--- config.mk ---
export PLATFORM = sky130hd
export DESIGN_NAME = alu_arbiter
export DESIGN_NICKNAME = d
export VERILOG_FILES = /design/src/rtl/alu_arbiter_pkg.sv /design/src/rtl/alu_arbiter_alu.sv /design/src/rtl/alu_arbiter.sv
export SDC_FILE = /design/constraint.sdc
export NUM_CORES = 1
export LEC_CHECK = 0
export CAP_MARGIN = 25
export CORE_UTILIZATION = 30
export CTS_CLUSTER_SIZE = 8
export DETAILED_ROUTE_END_ITERATION = 12
export PLACE_DENSITY = 0.6
export SKIP_LAST_GASP = 1
export SLEW_MARGIN = 10
export SYNTH_ARGS = -nofsm -noshare
export SYNTH_HDL_FRONTEND = slang
export SYNTH_HIERARCHICAL = 1
export SYNTH_SLANG_ARGS = --single-unit
--- constraint.sdc ---
create_clock -name clk -period 5.8 [get_ports clk]
set_input_delay 0.58 -clock clk [delete_from_list [all_inputs] [get_ports clk]]
set_output_delay 0.58 -clock clk [all_outputs]
set_load 0.03 [all_outputs]
--- src/rtl/alu_arbiter_pkg.sv ---
// Shared definitions for the two-requester ALU arbiter: ALU operation codes
// and FSM state encoding.
package alu_arbiter_pkg;

  localparam logic [3:0] OP_AND = 4'b0000;
  localparam logic [3:0] OP_OR  = 4'b0001;
  localparam logic [3:0] OP_ADD = 4'b0010;
  localparam logic [3:0] OP_SUB = 4'b0110;
  localparam logic [3:0] OP_SLT = 4'b0111;
  localparam logic [3:0] OP_NOR = 4'b1100;

  typedef enum logic [1:0] {
    ST_IDLE = 2'd0,
    ST_EXEC = 2'd1,
    ST_DONE = 2'd2
  } state_t;

endpackage

--- src/rtl/alu_arbiter_alu.sv ---
// Combinational ALU shared by both requesters. Unknown opcodes yield a zero
// result and raise err.
import alu_arbiter_pkg::*;

module alu_arbiter_alu #(
  parameter int WIDTH = 32
) (
  input  logic [WIDTH-1:0] a,
  input  logic [WIDTH-1:0] b,
  input  logic [3:0]       sel,
  output logic [WIDTH-1:0] result,
  output logic             err
);

  always_comb begin
    result = '0;
    err    = 1'b0;
    case (sel)
      OP_AND:  result = a & b;
      OP_OR:   result = a | b;
      OP_ADD:  result = a + b;
      OP_SUB:  result = a - b;
      OP_SLT:  result = {{(WIDTH-1){1'b0}}, (a < b)};
      OP_NOR:  result = ~(a | b);
      default: err = 1'b1;
    endcase
  end

endmodule

--- src/rtl/alu_arbiter.sv ---
// Two-requester arbiter in front of one shared ALU: IDLE grants, EXEC computes,
// DONE holds the response. Define ALU_ARB_RR_EN for round-robin arbitration;
// otherwise requester 0 has fixed priority.
//
// Handshakes: a request transfers on a rising edge where req_valid[i] and
// req_ready[i] are both high; the response transfers on a rising edge where
// resp_valid and resp_ready are both high. resp_* outputs hold while waiting.
import alu_arbiter_pkg::*;

module alu_arbiter #(
  parameter int WIDTH = 32
) (
  input  logic             clk,
  input  logic             rst,
  input  logic [1:0]       req_valid,
  output logic [1:0]       req_ready,
  input  logic [WIDTH-1:0] op1_0,
  input  logic [WIDTH-1:0] op2_0,
  input  logic [WIDTH-1:0] op1_1,
  input  logic [WIDTH-1:0] op2_1,
  input  logic [3:0]       selOp_0,
  input  logic [3:0]       selOp_1,
  output logic             resp_valid,
  input  logic             resp_ready,
  output logic             resp_id,
  output logic [WIDTH-1:0] resultado,
  output logic             zeroFlag,
  output logic             resp_err,
  output logic [1:0]       dbg_state
);

  state_t           state;
  logic             gnt_any;
  logic             gnt_id;
  logic [WIDTH-1:0] a_q;
  logic [WIDTH-1:0] b_q;
  logic [3:0]       sel_q;
  logic             id_q;
  logic [WIDTH-1:0] alu_res;
  logic             alu_err;

`ifdef ALU_ARB_RR_EN
  logic ptr;

  // On contention the pointer decides; a lone requester always wins.
  always_comb begin
    gnt_id = req_valid[1];
    if (req_valid == 2'b11) gnt_id = ptr;
  end

  always_ff @(posedge clk) begin
    if (rst) ptr <= 1'b0;
    else if (gnt_any) ptr <= ~gnt_id;
  end
`else
  assign gnt_id = ~req_valid[0];
`endif

  assign gnt_any   = (state == ST_IDLE) && (|req_valid) && !rst;
  assign dbg_state = state;

  always_comb begin
    req_ready = 2'b00;
    if (gnt_any) req_ready[gnt_id] = 1'b1;
  end

  alu_arbiter_alu #(.WIDTH(WIDTH)) u_alu (
    .a      (a_q),
    .b      (b_q),
    .sel    (sel_q),
    .result (alu_res),
    .err    (alu_err)
  );

  always_ff @(posedge clk) begin
    if (rst) begin
      state      <= ST_IDLE;
      resp_valid <= 1'b0;
      resp_id    <= 1'b0;
      resultado  <= '0;
      zeroFlag   <= 1'b0;
      resp_err   <= 1'b0;
      a_q        <= '0;
      b_q        <= '0;
      sel_q      <= '0;
      id_q       <= 1'b0;
    end else begin
      case (state)
        ST_IDLE: begin
          if (gnt_any) begin
            a_q   <= gnt_id ? op1_1 : op1_0;
            b_q   <= gnt_id ? op2_1 : op2_0;
            sel_q <= gnt_id ? selOp_1 : selOp_0;
            id_q  <= gnt_id;
            state <= ST_EXEC;
          end
        end
        ST_EXEC: begin
          resultado  <= alu_res;
          zeroFlag   <= (alu_res == '0);
          resp_err   <= alu_err;
          resp_id    <= id_q;
          resp_valid <= 1'b1;
          state      <= ST_DONE;
        end
        ST_DONE: begin
          if (resp_ready) begin
            resp_valid <= 1'b0;
            state      <= ST_IDLE;
          end
        end
        default: state <= ST_IDLE;
      endcase
    end
  end

endmodule

# Word level (Yosys, flattened, before mapping)
# Cells that the tools add are included.
# classes
add_sub_neg	2
n_mul	0
n_div	0
magnitude_cmp	3
n_eq_ne	9
shift	0
mux	13
bitwise	4
n_reduce_logical	13
# op_table
operator	count
$pmux 32 s6	1
$mux 32	2
$add 32x32->32	1
$and 32x32->32	1
$logic_not 32->1	1
$lt 32x32->1	1
$not 32->32	1
$or 32x32->32	1
$sub 32x32->32	1
$eq 4x3->1 const B	2
$mux 2	3
$pmux 2 s3	1
$reduce_and 2->1	3
$reduce_or 6->1	1
$eq 4x1->1 const B	1
$eq 4x2->1 const B	1
$eq 4x4->1 const B	1
$logic_not 4->1	1
$mux 4	1
$ne 2x2->1 const B	2
$logic_and 1x1->1	3
$mux 1	3
$eq 2x1->1 const B	1
$eq 2x2->1 const B	1
other kinds (9)	9
# totals
register_bits	107
latchBits	0
ramBits	0
mem_bits_ro	0
in_bits	141
n_memories	0

# Longest topological paths before layout
# logic_depth
ltp_word	6
mapped_depth	14
depth_no_buf	14

# Cells and area by module
# Netlist, hierarchy kept.
# modules_own_cells
mod	instances	cells_per_inst	area_per_inst_um2
alu_arbiter_alu	1	806	5302.6
alu_arbiter	1	493	4895.9

# Worst setup path before layout
# No wires, ideal clock.
# synth_timing
kind	reg2reg
from	register a_q[16]
to	register zeroFlag
setup_ns	0.087
arrival_ns	3.148
required_ns	5.713
path_slack_ns	2.565
stages_incl_launch_ff	15
n_path_buf	1
period_less_slack_ns	3.235
cell_sequence	dfxtp_1 -> inv_1 -> ha_1 -> buf_6 -> or4_4 -> nor4_4 -> nand2_2 -> a31oi_1 -> nand2_1 -> o41ai_4 -> o21ai_1 -> a221o_1 -> nor4b_1 -> nand4_1 -> o31ai_1
# synth_between
word_cells_on_any_way	8
# synth_rtl
element	line_no	source
start, declared	alu_arbiter.sv:35	logic [WIDTH-1:0] a_q;
start signal, assigned	alu_arbiter.sv:91	a_q <= gnt_id ? op1_1 : op1_0;
$lt 32x32->1	alu_arbiter_alu.sv:23	OP_SLT: result = {{(WIDTH-1){1'b0}}, (a < b)};
$pmux 32 s6	alu_arbiter_alu.sv:18	case (sel)
via alu_res[0]	alu_arbiter.sv:39	logic [WIDTH-1:0] alu_res;
$logic_not 32->1	alu_arbiter.sv:100	zeroFlag <= (alu_res == '0);
end signal, assigned	alu_arbiter.sv:100	
end, declared	alu_arbiter.sv:27	output logic zeroFlag,
# The timed path passes the listed nets, and every way through them passes these cells.
# A chain may end at the register's enable or synchronous reset.

# Worst setup path after layout
# layout_timing
from	register a_q[17]
to	register zeroFlag
# Same word-level chain as after synthesis.

==> impl_metrics.py <==
metrics = {
    "placed_design": {
        "gp_congestion": 1.01,
        "placedCellCount": 1845,
        "portBuffers": 180,
        "dpl_cell_area_sq_mm": 0.0123,
        "dpl_worst_slack_ns": 1.73,
        "hpwl_mm": 26.1,
    },
    "synthesis": {
        "netlist.area_leader.share": 0.210,
        "ys_ff_latch": 107,
        "ys_warn_count": 6,
        "syn_nets": 1543,
        "ys.flop_type": "dfxtp_1",
        "syn_area_sq_mm": 0.0102,
        "postSynthAreaPerCell_sq_um": 7.85,
        "synth_area_leaders": "dfxtp_1, ha_1, a211oi_2",
        "ys_types": 80,
        "syn-instance-count": 1299,
        "async_flop_share": 0,
        "yosysTopAreaCell": "dfxtp_1",
        "yosysSeqAreaShare": 0.210,
        "synth_edf_count": 0,
    },
    "cells_and_area": {
        "synthToLayoutAreaGrowth_pct": 23.1,
        "layout_commonest_cell": "clkdlybuf4s50_1",
        "fin_nets": 1652,
        "stdcell_area_sq_mm": 0.0126,
        "drive_gt1_frac": 0.0885,
        "final_cell_mix": "clkdlybuf4s50_1, a21oi_1, nand2_1",
        "antenna_cells": 0,
        "finalNonFillerCells": 1861,
        "fillers": 3454,
        "utilization": 0.375,
    },
    "hold_path": {
        "hold_path_depth": 2,
        "hp-class": "reg -> reg",
    },
    "critical_path": {
        "worst_setup_path_end_kind": "flop",
        "crit_required_ns": 6.08,
        "cp_top_family": "compound AO/OA/AOI/OAI gates",
        "critPathMaxFanout": 12,
        "crit_cells": 13,
        "cpPeakStageDelay_ns": 0.48,
        "arrival_ns": 4.41,
        "worst-path-buf-inv": 1,
        "cp-start-kind": "flop",
        "crit_type": "reg -> reg",
        "crit_chain": "inv_1 -> ha_1 -> or2_0 -> a2111oi_0 -> a211oi_1 -> a31oi_1 -> nand2_1 -> o41ai_4 -> o21ai_1 -> a221o_1 -> nor4b_1 -> nand4_1 -> o31ai_1",
        "rr_worst_depth": 13,
        "slowest_stage": "a2111oi_0",
    },
    "floorplan": {
        "die-height_um": 186,
        "initial_utilization": 0.305,
        "io_pins": 181,
        "design.core.area_sq_mm": 0.0334,
        "floorplan.rows": 67,
        "dieArea_sq_mm": 0.0347,
        "die_w_um": 186,
    },
    "sta": {
        "hold_viol_final": 0,
        "fmax_mhz": 242,
        "finalCritPeriodShare": 0.712,
        "setup_ws_ns": 1.67,
        "slew_violations": 0,
        "whs_ns": 0.454,
        "period_minus_slack_ns": 4.13,
        "relSlewSlack": 0.386,
        "rsz0062_at_grt": "false",
        "tightest_slew_ns": 0.912,
        "finalSetupViolations": 0,
        "clock_skew_ns": 0.00956,
        "tns_ns": 0,
    },
    "cts": {
        "cts_setup_buffers": 0,
        "ctsHoldBuffers": 0,
        "htreeDepth": 3,
        "clock_latency_ns": 0.37,
        "cts_resized": 0,
        "cts_sinks": 107,
        "numCtsBuffers": 9,
        "cts.path.max_buffers": 2,
        "cts_root_buffer": "clkbuf_16",
        "cts_tree": "built",
        "clkSlewWorstSetupHoldPaths_ns": 0.08,
    },
    "routing": {
        "wire_per_inst_um": 18.4,
        "via_count": 10300,
        "first_iter_violations": 909,
        "ant_nets": 0,
        "viasPerCell": 5.56,
        "drc": 0,
        "routed_wl_mm": 34.3,
        "firstDrtPassIters": 6,
    },
    "power_and_ir_drop": {
        "p_leak_nw": 4.73,
        "irDropWorstVdd_uv": 157,
        "total_power_mw": 2.90,
        "powerDensity_mw_per_mm2": 231,
    },
    "outcome": {
        "status": "complete, no violations",
    },
    "grt": {
        "grt_overflow": 0,
        "grt_pass1_vias": 9793,
        "grt_usage": 0.196,
        "antenna_found_initial": 0,
        "grt_max_degree": 70,
        "grt_pass1_wl_mm": 55.1,
    },
    "flow_run": {
        "drv_cap": 0,
    },
}
## worst reg2reg max path, stage by stage (launching register included)
cell and delay [ns]:
dfxtp_1 0.42, inv_1 0.07, ha_1 0.47, or2_0 0.33
a2111oi_0 0.48, a211oi_1 0.25, a31oi_1 0.22, nand2_1 0.13
o41ai_4 0.36, o21ai_1 0.16, a221o_1 0.45, nor4b_1 0.33
nand4_1 0.13, o31ai_1 0.24
## final timing paths
check	startpoint	endpoint	slack, ns
hold reg to reg	resultado[28]	resultado[28]	0.45
hold / removal	resultado[28]	resultado[28]	0.45
setup reg to reg	a_q[17]	zeroFlag	1.67
setup / recovery	a_q[17]	zeroFlag	1.67
## power by group
part / internal [mW] / switching (mW)
registers: 0.800 / 0.0701
clock network: 0.339 / 0.305
logic: 0.526 / 0.857
## cell usage after synthesis, types with 7 or more instances
library cell,count
a21oi_1,166
nand2_1,109
dfxtp_1,107
ha_1,101
inv_1,96
nor2_1,92
a211oi_2,68
mux2i_1,68
clkbuf_1,58
o21ai_0,57
a221oi_1,32
buf_2,21
nor3_1,20
a21o_1,19
a211oi_1,17
nand2b_1,16
o211ai_1,16
nand3_1,14
a31oi_1,12
nor2b_1,12
nor4_1,12
a22oi_1,11
o22ai_1,11
buf_1,9
buf_6,9
o21bai_1,9
o2111ai_1,8
a211o_1,7
and2_1,7
nand4_1,7
o21ai_1,7
o31ai_1,7
## logic make-up after synthesis
kind of cell	Yosys count	synth area share
AOI/OAI and AO/OA	500	0.360
xor gates and xnor gates	2	0.00172
adders and majority gates	103	0.128
buffers and inverters	196	0.0822
DFF	107	0.210
muxes	68	0.0667
and+or+nand+nor	323	0.151
## layer usage
metal | track usage | share of wire
met1 | 0.281 | 0.48
met2 | 0.301 | 0.44
met3 | 0.0243 | 0.061
met4 | 0.0680 | 0.021
met5 | 0 | 0
## area by class of cell
| cell class | instances | area (sq um) | area share |
|---|---|---|---|
| well taps | 448 | 561 | 0.0447 |
| clock buffers | 11 | 233 | 0.0185 |
| repair buffers | 198 | 1940 | 0.155 |
| clock inverters | 5 | 60.1 | 0.00479 |
| inverters | 96 | 360 | 0.0287 |
| multi-input cells | 996 | 7260 | 0.578 |
| flip-flops and latches | 107 | 2140 | 0.171 |
## sequential cells by signal (all words and copies together) (netlist names)
name	cells
a_q	32
b_q	32
dbg_state	2
id_q	1
resp_err	1
resp_id	1
resp_valid	1
resultado	32
sel_q	4
zeroFlag	1
Power figures use the tool's default switching activity.
==> RTL edit 1: new RTL, same settings <==
`WIDTH` is set to 32 in 2 places; all go to 64.
--- a/src/rtl/alu_arbiter_alu.sv
+++ b/src/rtl/alu_arbiter_alu.sv
@@ -5,3 +5,3 @@
 module alu_arbiter_alu #(
-  parameter int WIDTH = 32
+  parameter int WIDTH = 64
 ) (
--- a/src/rtl/alu_arbiter.sv
+++ b/src/rtl/alu_arbiter.sv
@@ -10,3 +10,3 @@
 module alu_arbiter #(
-  parameter int WIDTH = 32
+  parameter int WIDTH = 64
 ) (
Ports: changed (5 resized); port bits go from 181 to 341. The function was not compared with the original's and may differ.
==> RTL edit 1 against the unedited design <==
Via count grew 100%; synthesized area rose by 86%; utilization rose by 0.58 points; design area rose by 89%; power up 110%; wire length is 130% higher; sequential cell count is 96 higher; setup slack worse by 0.93 ns; clock skew up 0.018 ns; first-iteration DRC count increased by 140%; cell count increased by 96%; critical endpoint unchanged; largest cell class unchanged.
==> RTL edit 1: results (changes against the unedited design) <==
* Max-Slew Margin vs Limit at 38.1% (-0.42 points)
* Worst-case vdd ir drop at 0.223 mV (+42%)
* Total routing usage reported by global routing at 24.1% (+4.5 points)
* Vias post-DR at 20,786 (+100%)
* Unique masters post-synth at 86 (+7.5%)
* # H-tree levels at 1 (-2)
* Largest fanout on the critical path at 5 (-7)
* Half-perimeter wire length of the detailed placement result at 60,600 um (+130%)
* Arr. time, crit path at 5.53 ns (+1.12 ns)
* Number of global-route vias before repair at 19,602 (+100%)
* Post-place setup slack at 0.877 ns (-0.854 ns)
* Global-route wire length before repair at 121,000 um (+120%)
* Slowest stage cell, crit path: sky130_fd_sc_hd__a21oi_1
* Maximum buffer depth of the clock tree at 3 (+1)
* Biggest cell delay along the critical path at 0.50 ns (+0.02 ns)
* Final weighted congestion of routability-driven global placement at 0.990 (-2.2%)
* Inserted Clock Buffers at 30 (+21)
* Outcome: completed
* Clock slew at the register clock pins of the worst setup and hold paths at 0.06 ns (-0.02 ns)
* Drt initial violations at 2,178 (+140%)
* Largest registers: a_q (64), b_q (64), resultado (64)
* Largest net degree at the start of global routing at 95 (+36%)
* Number of fill cells at 6,576 (+90%)
* Non-filler cells, final at 3,645 (+96%)
* Standby leakage power at 9.01 nW (+90%)
* Share of the synthesized area in the top cell type at 21.4% (+0.40 points)
* Commonest cells in the netlist: sky130_fd_sc_hd__nor2_1, sky130_fd_sc_hd__nand2_1, sky130_fd_sc_hd__a21oi_1
* Seq/Total Area, Yosys at 21.4% (+0.40 points)
* Synthesized area per cell at 7.32 um2 (-6.8%)
* Clock insertion delay at the later pin of the skew report at 0.58 ns (+0.21 ns)
* Final WL at 79,600 um (+130%)
* Largest cells by area after synthesis: sky130_fd_sc_hd__dfxtp_1, sky130_fd_sc_hd__ha_1, sky130_fd_sc_hd__nor2_1
* Net total in the final layout at 3,278 (+98%)
==> RTL edit 1: cell count changes after synthesis, moves of 75 or more <==
cell / delta
sky130_fd_sc_hd__nand2_1: +133
sky130_fd_sc_hd__dfxtp_1: +96
sky130_fd_sc_hd__a21oi_1: +75
sky130_fd_sc_hd__inv_1: +95
sky130_fd_sc_hd__ha_1: +104
sky130_fd_sc_hd__a211oi_1: +89
sky130_fd_sc_hd__nor2_1: +270
==> RTL edit 1: area by class of cell <==
type | count | area [um2] | area share [%]
clock inverters | 1 | 30.0 | 0.127
multi-input cells | 2012 | 13400 | 56.4
repair buffers | 363 | 3630 | 15.3
well taps | 837 | 1050 | 4.42
inverters | 192 | 721 | 3.04
clock buffers | 37 | 828 | 3.50
flip-flops and latches | 203 | 4060 | 17.2
==> RTL edit 1: worst max-delay path: cells and delay by family (launching register included) <==
family | cells | cell delay (ns)
and+or+nand+nor | 3 | 0.90
DFF | 1 | 0.35
adders and majority gates | 2 | 0.71
muxes | 1 | 0.21
AOI/OAI and AO/OA | 10 | 2.80
==> RTL edit 1: per-stage QoR <==
| step | hold WS (ns) | area, um2 | utilization, % |
|---|---|---|---|
| 6_report | 0.446 | 23700 | 38.1 |
| 5_1_grt | 0.459 | 23700 | 38.1 |
| 4_1_cts | 0.429 | 23700 | 38.1 |
| 3_5_place_dp | 0.445 | 22800 | 36.7 |
| 3_3_place_gp | 0.441 | 22800 | 36.7 |
| 2_1_floorplan | 0.432 | 19000 | - |
==> RTL edit 1: routing by layer <==
metal	track usage, %	up-vias	wire length (um)	part of all wire, %
li1	-	9909	-	-
met1	33.6	9812	35800	45
met2	38.5	944	35700	45
met3	3.37	121	6040	7.6
met4	6.49	0	2070	2.6
met5	0	-	0	0
==> RTL edit 1: worst paths after layout <==
check                      end  cells after the start  slack, ns         start
setup / recovery      zeroFlag                     16       0.74        b_q[0]
hold / removal        sel_q[0]                      2       0.45           rst
setup reg to reg      zeroFlag                     16       0.74        b_q[0]
hold reg to reg   resultado[0]                      2       0.45  resultado[0]
==> RTL edit 1: cell families after synthesis <==
logic type	count (synthesis)	synth area share [%]
xor gates and xnor gates	3	0.138
muxes	85	4.50
DFF	203	21.4
buffers and inverters	379	8.50
AOI/OAI and AO/OA	897	32.8
adders and majority gates	207	13.7
and+or+nand+nor	820	19.0
==> RTL edit 1: power breakdown <==
group | leakage [nW] | switching, W | internal (W)
clock | 0.421 | 0.000642 | 0.00102
combinational | 6.92 | 0.00182 | 0.000980
sequential | 1.67 | 0.000130 | 0.00152
==> RTL edit 2: new RTL, same flow settings <==
Without the edit above. Put one more register stage on the output `zeroFlag`. The value now appears one clock later. The other outputs are not delayed to match.
--- a/src/rtl/alu_arbiter.sv
+++ b/src/rtl/alu_arbiter.sv
@@ -30,2 +30,4 @@
 );
+
+  logic zeroFlag_s0;
 
@@ -80,3 +82,3 @@
       resultado  <= '0;
-      zeroFlag   <= 1'b0;
+      zeroFlag_s0 <= 1'b0;
       resp_err   <= 1'b0;
@@ -99,3 +101,3 @@
           resultado  <= alu_res;
-          zeroFlag   <= (alu_res == '0);
+          zeroFlag_s0 <= (alu_res == '0);
           resp_err   <= alu_err;
@@ -116,2 +118,6 @@
 
+  always_ff @(posedge clk) begin
+    zeroFlag <= zeroFlag_s0;
+  end
+
 endmodule
Behaviour: not the same (Yosys sat finds a counterexample within 4 cycles, from zero or initial values and one cycle with rst high).
==> RTL edit 2 against the unedited design <==
Sequential cell count grew 1; synthesized area is 0.20% higher; synthesized cell count hardly changed; wire length down 1.9%; setup slack improved by 0.15 ns; global-route usage fell by 0.49 points; design area is 0.27% higher; power up 1.8%; utilization is essentially flat.
==> RTL edit 2: results (changes against the unedited design) <==
* Final setup skew at 0.0119 ns (+0.00239 ns)
* Worst-case vdd ir drop at 0.164 mV (+4.7%)
* Buffers, non-clock at 196 (-1.0%)
* Clock slew at the register clock pins of the worst setup and hold paths at 0.08 ns (about the same)
* Commonest cells in the netlist: sky130_fd_sc_hd__a21oi_1, sky130_fd_sc_hd__nand2_1, sky130_fd_sc_hd__dfxtp_1
* Slowest stage cell, crit path: sky130_fd_sc_hd__ha_1
* Outcome: completed
* Number of optimization iterations in the first detailed-route pass at 6 (unchanged)
* X dimension of the die at 187 um (about the same)
* Clk tree area frac at 2.56% (+0.22 points)
* Arr. time, crit path at 4.25 ns (-0.16 ns)
* Type of the worst min-delay path: flip-flop to flip-flop
* Number of register bits inferred by synthesis at 108 (+0.93%)
* Net total in the final layout at 1,651 (-0.061%)
* Area used by sequential logic in the layout at 2160 um2 (+0.93%)
* CTS resizes at 0 (unchanged)
* Standby leakage power at 4.75 nW (+0.38%)
* Largest net degree at the start of global routing at 72 (+2.9%)
* Post-Synthesis Net Count at 1,544 (+0.065%)
* Sequential cell fraction of total power at 29.8% (-0.2 points)
* Final weighted congestion of routability-driven global placement at 0.966 (-4.6%)
* Fin util at 37.5% (about the same)
* Cell area after placement at 12,300 um2 (about the same)
* Number of fill cells at 3,548 (+2.7%)
* Multi-input combinational area share at 57.7% (-0.16 points)
* Buffer share of cell area at 15.3% (-0.16 points)
* Total routing usage reported by global routing at 19.1% (-0.49 points)
* Largest cells by area after synthesis: sky130_fd_sc_hd__dfxtp_1, sky130_fd_sc_hd__ha_1, sky130_fd_sc_hd__a211oi_2
* Seq/Total Area, Yosys at 21.2% (+0.15 points)
* Routed len/inst at 18.1 um (-1.8%)
* Global-route wire length before repair at 54,200 um (-1.5%)
* Max-Slew Margin vs Limit at 36.0% (-2.6 points)
* Seq group at 0.000879 W (+1%)
* Share of final-layout standard cells stronger than drive strength 1 at 8.85% (about the same)
* Drt initial violations at 795 (-13%)
* Switching share of total power at 41.8% (-0.72 points)
* Biggest cell delay along the critical path at 0.46 ns (-0.02 ns)
RTL edit 2: stage by stage:
stage | instances | hold slack [ns]
after detailed placement | 1844 | 0.362
after CTS | 1860 | 0.373
after global routing | 1860 | 0.382
after global placement | 1843 | 0.355
after floorplan | 1300 | 0.331
final | 1860 | 0.378
RTL edit 2: logic make-up after synthesis:
family	count (synthesis)	synth area share, %
compound gates	500	35.9
simple gates	323	15.1
buf+inv	196	8.20
flops	108	21.2
fa+ha+maj	103	12.8
mux	68	6.66
xor+xnor	2	0.171
RTL edit 2: final timing paths:
check,from,endpoint,slack [ns],depth (start not counted)
worst max-delay path,a_q[17],zeroFlag_s0,1.82,13
worst min-delay path,zeroFlag_s0,zeroFlag,0.38,0
worst max register to register,a_q[17],zeroFlag_s0,1.82,13
worst min register to register,zeroFlag_s0,zeroFlag,0.38,0
RTL edit 2: routing by layer:
metal,track usage [%],wire (um),share of wire [%]
met1,27.9,16800,50
met2,29.8,14800,44
met3,2.37,1640,4.9
met4,4.29,411,1.2
met5,0,0,0
